**src/rtl/ringbus_pkg.sv**
```systemverilog
// Shared ring bus constants and transmit arbiter state encoding.
// Imported by every ring bus arbiter slice.
package ringbus_pkg;

  localparam int RB_ADDR_W = 32;
  localparam int RB_DATA_W = 32;

  localparam int DONE_TIMEOUT_DEF = 4096;

  localparam logic [1:0] ST_IDLE  = 2'd0;
  localparam logic [1:0] ST_ISSUE = 2'd1;
  localparam logic [1:0] ST_WAIT  = 2'd2;

endpackage

```
**src/rtl/rr_select.sv**
```systemverilog
// Combinational round-robin picker: first set request after `last`.
// Search order is last+1 .. N-1, then 0 .. last.
module rr_select #(
  parameter int N  = 4,
  parameter int IW = 2
) (
  input  logic [N-1:0]  req,
  input  logic [IW-1:0] last,
  output logic [N-1:0]  grant_onehot,
  output logic [IW-1:0] grant_idx
);

  logic w_found;
  int   w_j;

  always_comb begin
    grant_onehot = '0;
    grant_idx    = '0;
    w_found      = 1'b0;
    w_j          = 0;
    for (int k = 1; k <= N; k++) begin
      w_j = int'(last) + k;
      if (w_j >= N) w_j = w_j - N;
      if (!w_found && req[w_j[IW-1:0]]) begin
        w_found                      = 1'b1;
        grant_idx                    = w_j[IW-1:0];
        grant_onehot[w_j[IW-1:0]]    = 1'b1;
      end
    end
  end

endmodule

```
**src/rtl/ringbus_tx_arbiter.sv**
```systemverilog
// Round-robin share of the ring bus transmit port between requesters.
// One write in flight; completion or timeout frees the port.
module ringbus_tx_arbiter
  import ringbus_pkg::*;
#(
  parameter int NUM_REQ      = 4,
  parameter int DONE_TIMEOUT = DONE_TIMEOUT_DEF
) (
  input  logic                           clk,
  input  logic                           srst,
  input  logic [NUM_REQ-1:0]             req_valid,
  input  logic [NUM_REQ*RB_ADDR_W-1:0]   req_addr,
  input  logic [NUM_REQ*RB_DATA_W-1:0]   req_data,
  output logic [NUM_REQ-1:0]             req_ready,
  output logic [NUM_REQ-1:0]             req_done,
  output logic [NUM_REQ-1:0]             req_timeout,
  output logic [RB_ADDR_W-1:0]           rb_wr_addr,
  output logic [RB_DATA_W-1:0]           rb_wr_data,
  output logic                           rb_start_wr,
  input  logic                           rb_write_ready,
  input  logic                           rb_done_wr,
  output logic                           busy,
  output logic [7:0]                     timeout_count
);

  localparam int IW = (NUM_REQ > 1) ? $clog2(NUM_REQ) : 1;
  localparam int CW = $clog2(DONE_TIMEOUT);

  logic [1:0]           r_state;
  logic [IW-1:0]        r_last;
  logic [IW-1:0]        r_gidx;
  logic [RB_ADDR_W-1:0] r_addr;
  logic [RB_DATA_W-1:0] r_data;
  logic [CW-1:0]        r_cnt;
  logic [7:0]           r_tcnt;

  logic [NUM_REQ-1:0]   w_sel_oh;
  logic [IW-1:0]        w_sel_idx;
  logic [RB_ADDR_W-1:0] w_addr;
  logic [RB_DATA_W-1:0] w_data;
  logic [NUM_REQ-1:0]   w_g_oh;
  logic                 w_grant;
  logic                 w_in_wait;
  logic                 w_done;
  logic                 w_tmo;

  rr_select #(
    .N  (NUM_REQ),
    .IW (IW)
  ) u_rr (
    .req          (req_valid),
    .last         (r_last),
    .grant_onehot (w_sel_oh),
    .grant_idx    (w_sel_idx)
  );

  always_comb begin
    w_addr = '0;
    w_data = '0;
    for (int i = 0; i < NUM_REQ; i++) begin
      if (w_sel_oh[i]) begin
        w_addr = req_addr[i*RB_ADDR_W +: RB_ADDR_W];
        w_data = req_data[i*RB_DATA_W +: RB_DATA_W];
      end
    end
  end

  // Pulses are gated by srst so an aborted write never reports back.
  assign w_grant   = (r_state == ST_IDLE) && (|req_valid)
                     && rb_write_ready && !srst;
  assign w_in_wait = (r_state == ST_WAIT) && !srst;
  assign w_done    = w_in_wait && rb_done_wr;
  assign w_tmo     = w_in_wait && !rb_done_wr
                     && (r_cnt == CW'(DONE_TIMEOUT - 1));
  assign w_g_oh    = NUM_REQ'(1) << r_gidx;

  assign req_ready     = w_grant ? w_sel_oh : '0;
  assign req_done      = w_done ? w_g_oh : '0;
  assign req_timeout   = w_tmo ? w_g_oh : '0;
  assign rb_start_wr   = (r_state == ST_ISSUE);
  assign busy          = (r_state != ST_IDLE);
  assign rb_wr_addr    = r_addr;
  assign rb_wr_data    = r_data;
  assign timeout_count = r_tcnt;

  always_ff @(posedge clk) begin
    if (srst) begin
      r_state <= ST_IDLE;
      r_last  <= IW'(NUM_REQ - 1);
      r_gidx  <= '0;
      r_addr  <= '0;
      r_data  <= '0;
      r_cnt   <= '0;
      r_tcnt  <= '0;
    end else begin
      unique case (r_state)
        ST_IDLE: begin
          if (w_grant) begin
            r_addr  <= w_addr;
            r_data  <= w_data;
            r_gidx  <= w_sel_idx;
            r_last  <= w_sel_idx;
            r_state <= ST_ISSUE;
          end
        end
        ST_ISSUE: begin
          r_cnt   <= '0;
          r_state <= ST_WAIT;
        end
        ST_WAIT: begin
          r_cnt <= r_cnt + 1'b1;
          if (w_done) begin
            r_state <= ST_IDLE;
          end else if (w_tmo) begin
            r_state <= ST_IDLE;
            if (r_tcnt != 8'hFF) r_tcnt <= r_tcnt + 1'b1;
          end
        end
        default: r_state <= ST_IDLE;
      endcase
    end
  end

endmodule
```
**config.mk**
```make
export PLATFORM = sky130hd
export DESIGN_NAME = ringbus_tx_arbiter
export DESIGN_NICKNAME = d
export VERILOG_FILES = /design/src/rtl/ringbus_pkg.sv /design/src/rtl/rr_select.sv /design/src/rtl/ringbus_tx_arbiter.sv
export SDC_FILE = /design/constraint.sdc
export NUM_CORES = 1
export LEC_CHECK = 0
export CORE_MARGIN = 8
export CORE_UTILIZATION = 35
export CTS_CLUSTER_DIAMETER = 120
export DETAILED_ROUTE_END_ITERATION = 10
export GPL_ROUTABILITY_DRIVEN = 1
export PLACE_DENSITY = 0.71
export REMOVE_ABC_BUFFERS = 1
export SLEW_MARGIN = 5
export SYNTH_ARGS = -nofsm -noshare
export SYNTH_HDL_FRONTEND = slang
export SYNTH_SLANG_ARGS = --single-unit
```
**constraint.sdc**
```tcl
create_clock -name clk -period 3.5 [get_ports clk]
set_input_delay 0.35 -clock clk [delete_from_list [all_inputs] [get_ports clk]]
set_output_delay 0.35 -clock clk [all_outputs]
set_load 0.05 [all_outputs]
```
==> summary.txt <==
Clock network
  • CTS tree: yes
  • # hold bufs at CTS: 0
  • Post_cts resized: 0
  • H-tree levels: 3
  • Sink Count: 90
  • Worst skew pair latency: 0.35 ns
  • Post-CTS Setup Inserts: 0
  • Clk buf depth: 2
  • Number of buffers created by CTS: 9
  • Register clock-pin slew on the reported worst setup and hold paths: 0.07 ns
  • Clk root buf: clkbuf_16

Placement
  • Port bufs: 349
  • RePlAce Congestion: 0.8456
  • DP HPWL: 23390 um
  • Worst slack at placement: 0.2202 ns

STA
  • Fin crit share: 0.9360
  • Final setup margin: 0.2242 ns
  • Final worst path period need: 3.276 ns
  • Fin Hold WS: 0.4983 ns
  • RSZ-0062 raised after global routing: false
  • Fmax achieved: 0.3053 GHz
  • Final clock skew: 0.006801 ns
  • Rel. slew slack: 0.4047
  • Fin. max-slew vios: 0
  • # setup viols final: 0
  • Final Hold Violating Endpoints: 0
  • Slew @ Worst Pin: 0.8930 ns

Floorplanning
  • Number of core rows: 52
  • Die Wd: 158.3 um
  • Core footprint: 0.02004 sq mm
  • Initial core utilization: 0.3539
  • Die Ht: 158.3 um
  • Die area: 0.02507 sq mm
  • Num ports: 350

Outcome
  • Outcome: complete, no violations

Finish
  • Syn-to-layout area delta: 56.42%
  • Final net count: 1384
  • FF/Latch Area: 0.001802 sq mm
  • Multi-input gate area: 0.004793 sq mm
  • Share of cells above drive strength 1: 0.1162
  • Fillers: 1847

GRT
  • GRT Util Overall: 0.2482
  • First-pass GRT wire length: 48570 um
  • Largest net degree at the start of global routing: 82
  • GRT Residual Overflow: 0
  • Number of antenna violations at the first check in global routing: 3
  • Vias in the first global route: 8095

Drt
  • 1st-iter DRT viols: 536
  • WL/cell: 23.66 um
  • Final ANT Viol Nets: 0
  • Routed WL: 32700 um
  • Avg Vias per Cell: 5.890
  • Vias: 8140
  • Residual DRC count: 0
  • 1st-pass router iterations: 7

Setup path
  • Reg2Reg Capture Point: rb_wr_data[11]
  • Worst reg-to-reg path cell count: 9
  • Reg2reg setup slack: 0.58 ns
  • R2R Path Start: r_last[0]
  • Worst setup EP type: output port
  • Arr. time, crit path: 2.93 ns
  • Critical Path Fanout Max: 24
  • Crit Path Category: reg2out
  • CP Launch Point: r_last[0]
  • Setup crit start kind: flop
  • CP required: 3.15 ns

Pwr
  • Max VDD drop: 0.0002378 V
  • Leakage power of the design: 0.003687 uW
  • Power density over the cells: 393.6 mW/mm^2

Synth
  • Synth cell count leaders: nor2_1, dfxtp_1, nor3_1
  • Most common cell in the netlist: nor2_1
  • Asr flop ratio synth: 0
  • Top cells by area, synth: dfxtp_1, a2111oi_2, a221oi_1, o21bai_1, o211ai_1
  • Main synth FF type: dfxtp_1
  • Avg Inst Size Synth: 8.649 sq um
  • Post-synthesis cell type count: 56
  • Syn Inst Count: 820
  • Area fraction of the dominant cell type after synthesis: 0.2541
  • Area leader, netlist: dfxtp_1
  • Post-synth EDFFs: 0
  • Yosys warning count: 0
  • Seq/Total Area, Yosys: 0.2541
  • Post-Syn Area: 0.007092 sq mm
  • Seq cells post-synth: 90

Hold path
  • Hold Crit Start: r_cnt[1]
  • Hold Path Cell Cnt: 2
  • Hold Crit Class: reg2reg
  • Hold Path Sink: r_cnt[1]

Flow run
  • Total of max-cap violations: 0
## how the worst max path moves through the flow
stage | slack, ns | to | cells after the start
2_1_floorplan | -3.19 | req_ready[2] | 3
3_3_place_gp | 0.26 | rb_wr_addr[14] | 8
3_5_place_dp | 0.22 | rb_wr_addr[14] | 8
4_1_cts | 0.21 | req_ready[0] | 8
5_1_grt | 0.06 | req_ready[0] | 8
6_report | 0.22 | req_ready[0] | 8
## flip-flops by register name (all words and copies together), names as in the netlist
register       cells
r_state            2
r_gidx             2
rb_wr_data        32
r_cnt             12
rb_wr_addr        32
r_last             2
timeout_count      8
## area by class of cell
type / count / area share
multi-input combinational: 621 / 0.4321
clock inverter: 3 / 0.003609
antenna: 2 / 0.0004512
inverter: 7 / 0.002369
tap: 270 / 0.03045
clock buffer: 11 / 0.02278
sequential: 90 / 0.1624
timing repair buffer: 378 / 0.3458
## per-stage QoR
stage | util | TNS (ns) | cells | area, sq um | total power (uW)
after floorplan | - | -185.89 | 718 | 6549 | 2464
after global placement | 0.5387 | 0 | 1366 | 10800 | 3357
after detailed placement | 0.5387 | 0 | 1366 | 10800 | 3376
after CTS | 0.5533 | 0 | 1380 | 11090 | 4400
after global routing | 0.5536 | 0 | 1382 | 11090 | 4587
final | 0.5536 | 0 | 1382 | 11090 | 4366
## routing by layer
layer  vias to the layer above  part of all wire  GRT usage
li1                       3785                 -          -
met1                      3917              0.40     0.2944
met2                       371              0.47     0.4159
met3                        65             0.091    0.06270
met4                         2             0.039     0.1105
met5                         -           0.00040          0
## cell usage in the layout (no fill, tap or decap), types with 5 or more instances in the layout
cell type | synthesis | layout
a2111oi_0 | 5 | 5
a2111oi_2 | 60 | 60
a21boi_1 | 62 | 62
a21oi_1 | 12 | 12
a221oi_1 | 65 | 65
buf_12 | 0 | 11
buf_4 | 15 | 23
clkbuf_16 | 0 | 9
clkdlybuf4s50_1 | 0 | 344
dfxtp_1 | 90 | 90
ha_1 | 13 | 13
inv_1 | 7 | 7
nand2_1 | 14 | 14
nand2b_1 | 5 | 5
nand4_1 | 8 | 8
nor2_1 | 98 | 98
nor3_1 | 70 | 70
o211ai_1 | 64 | 64
o21ai_0 | 6 | 6
o21bai_1 | 67 | 67
xnor2_1 | 5 | 5
xor2_1 | 11 | 11
## cells by family (layout without fill, tap and decap cells)
| family | after synthesis | after routing | synth area share |
|---|---|---|---|
| fa+ha+maj | 13 | 13 | 0.02294 |
| flops | 90 | 90 | 0.2541 |
| xor+xnor | 16 | 16 | 0.01976 |
| other cells | 0 | 2 | 0 |
| compound gates | 360 | 360 | 0.4573 |
| buf+inv | 109 | 399 | 0.08028 |
| simple gates | 224 | 224 | 0.1489 |
| mux | 8 | 8 | 0.01676 |
## where the power goes
group | total (uW) | internal (uW) | switching [uW]
logic | 2180 | 937 | 1250
registers | 1170 | 1100 | 64.0
clock network | 1010 | 583 | 430
## critical path: stages (launching register included)
cell       delay (ns)
dfxtp_1          0.32
inv_1            0.12
ha_1             0.43
mux2i_1          0.15
mux2_2           0.41
o2bb2ai_4        0.57
buf_12           0.25
a21oi_1          0.09
buf_4            0.20
Note: power is estimated with default switching activity, not from simulation.
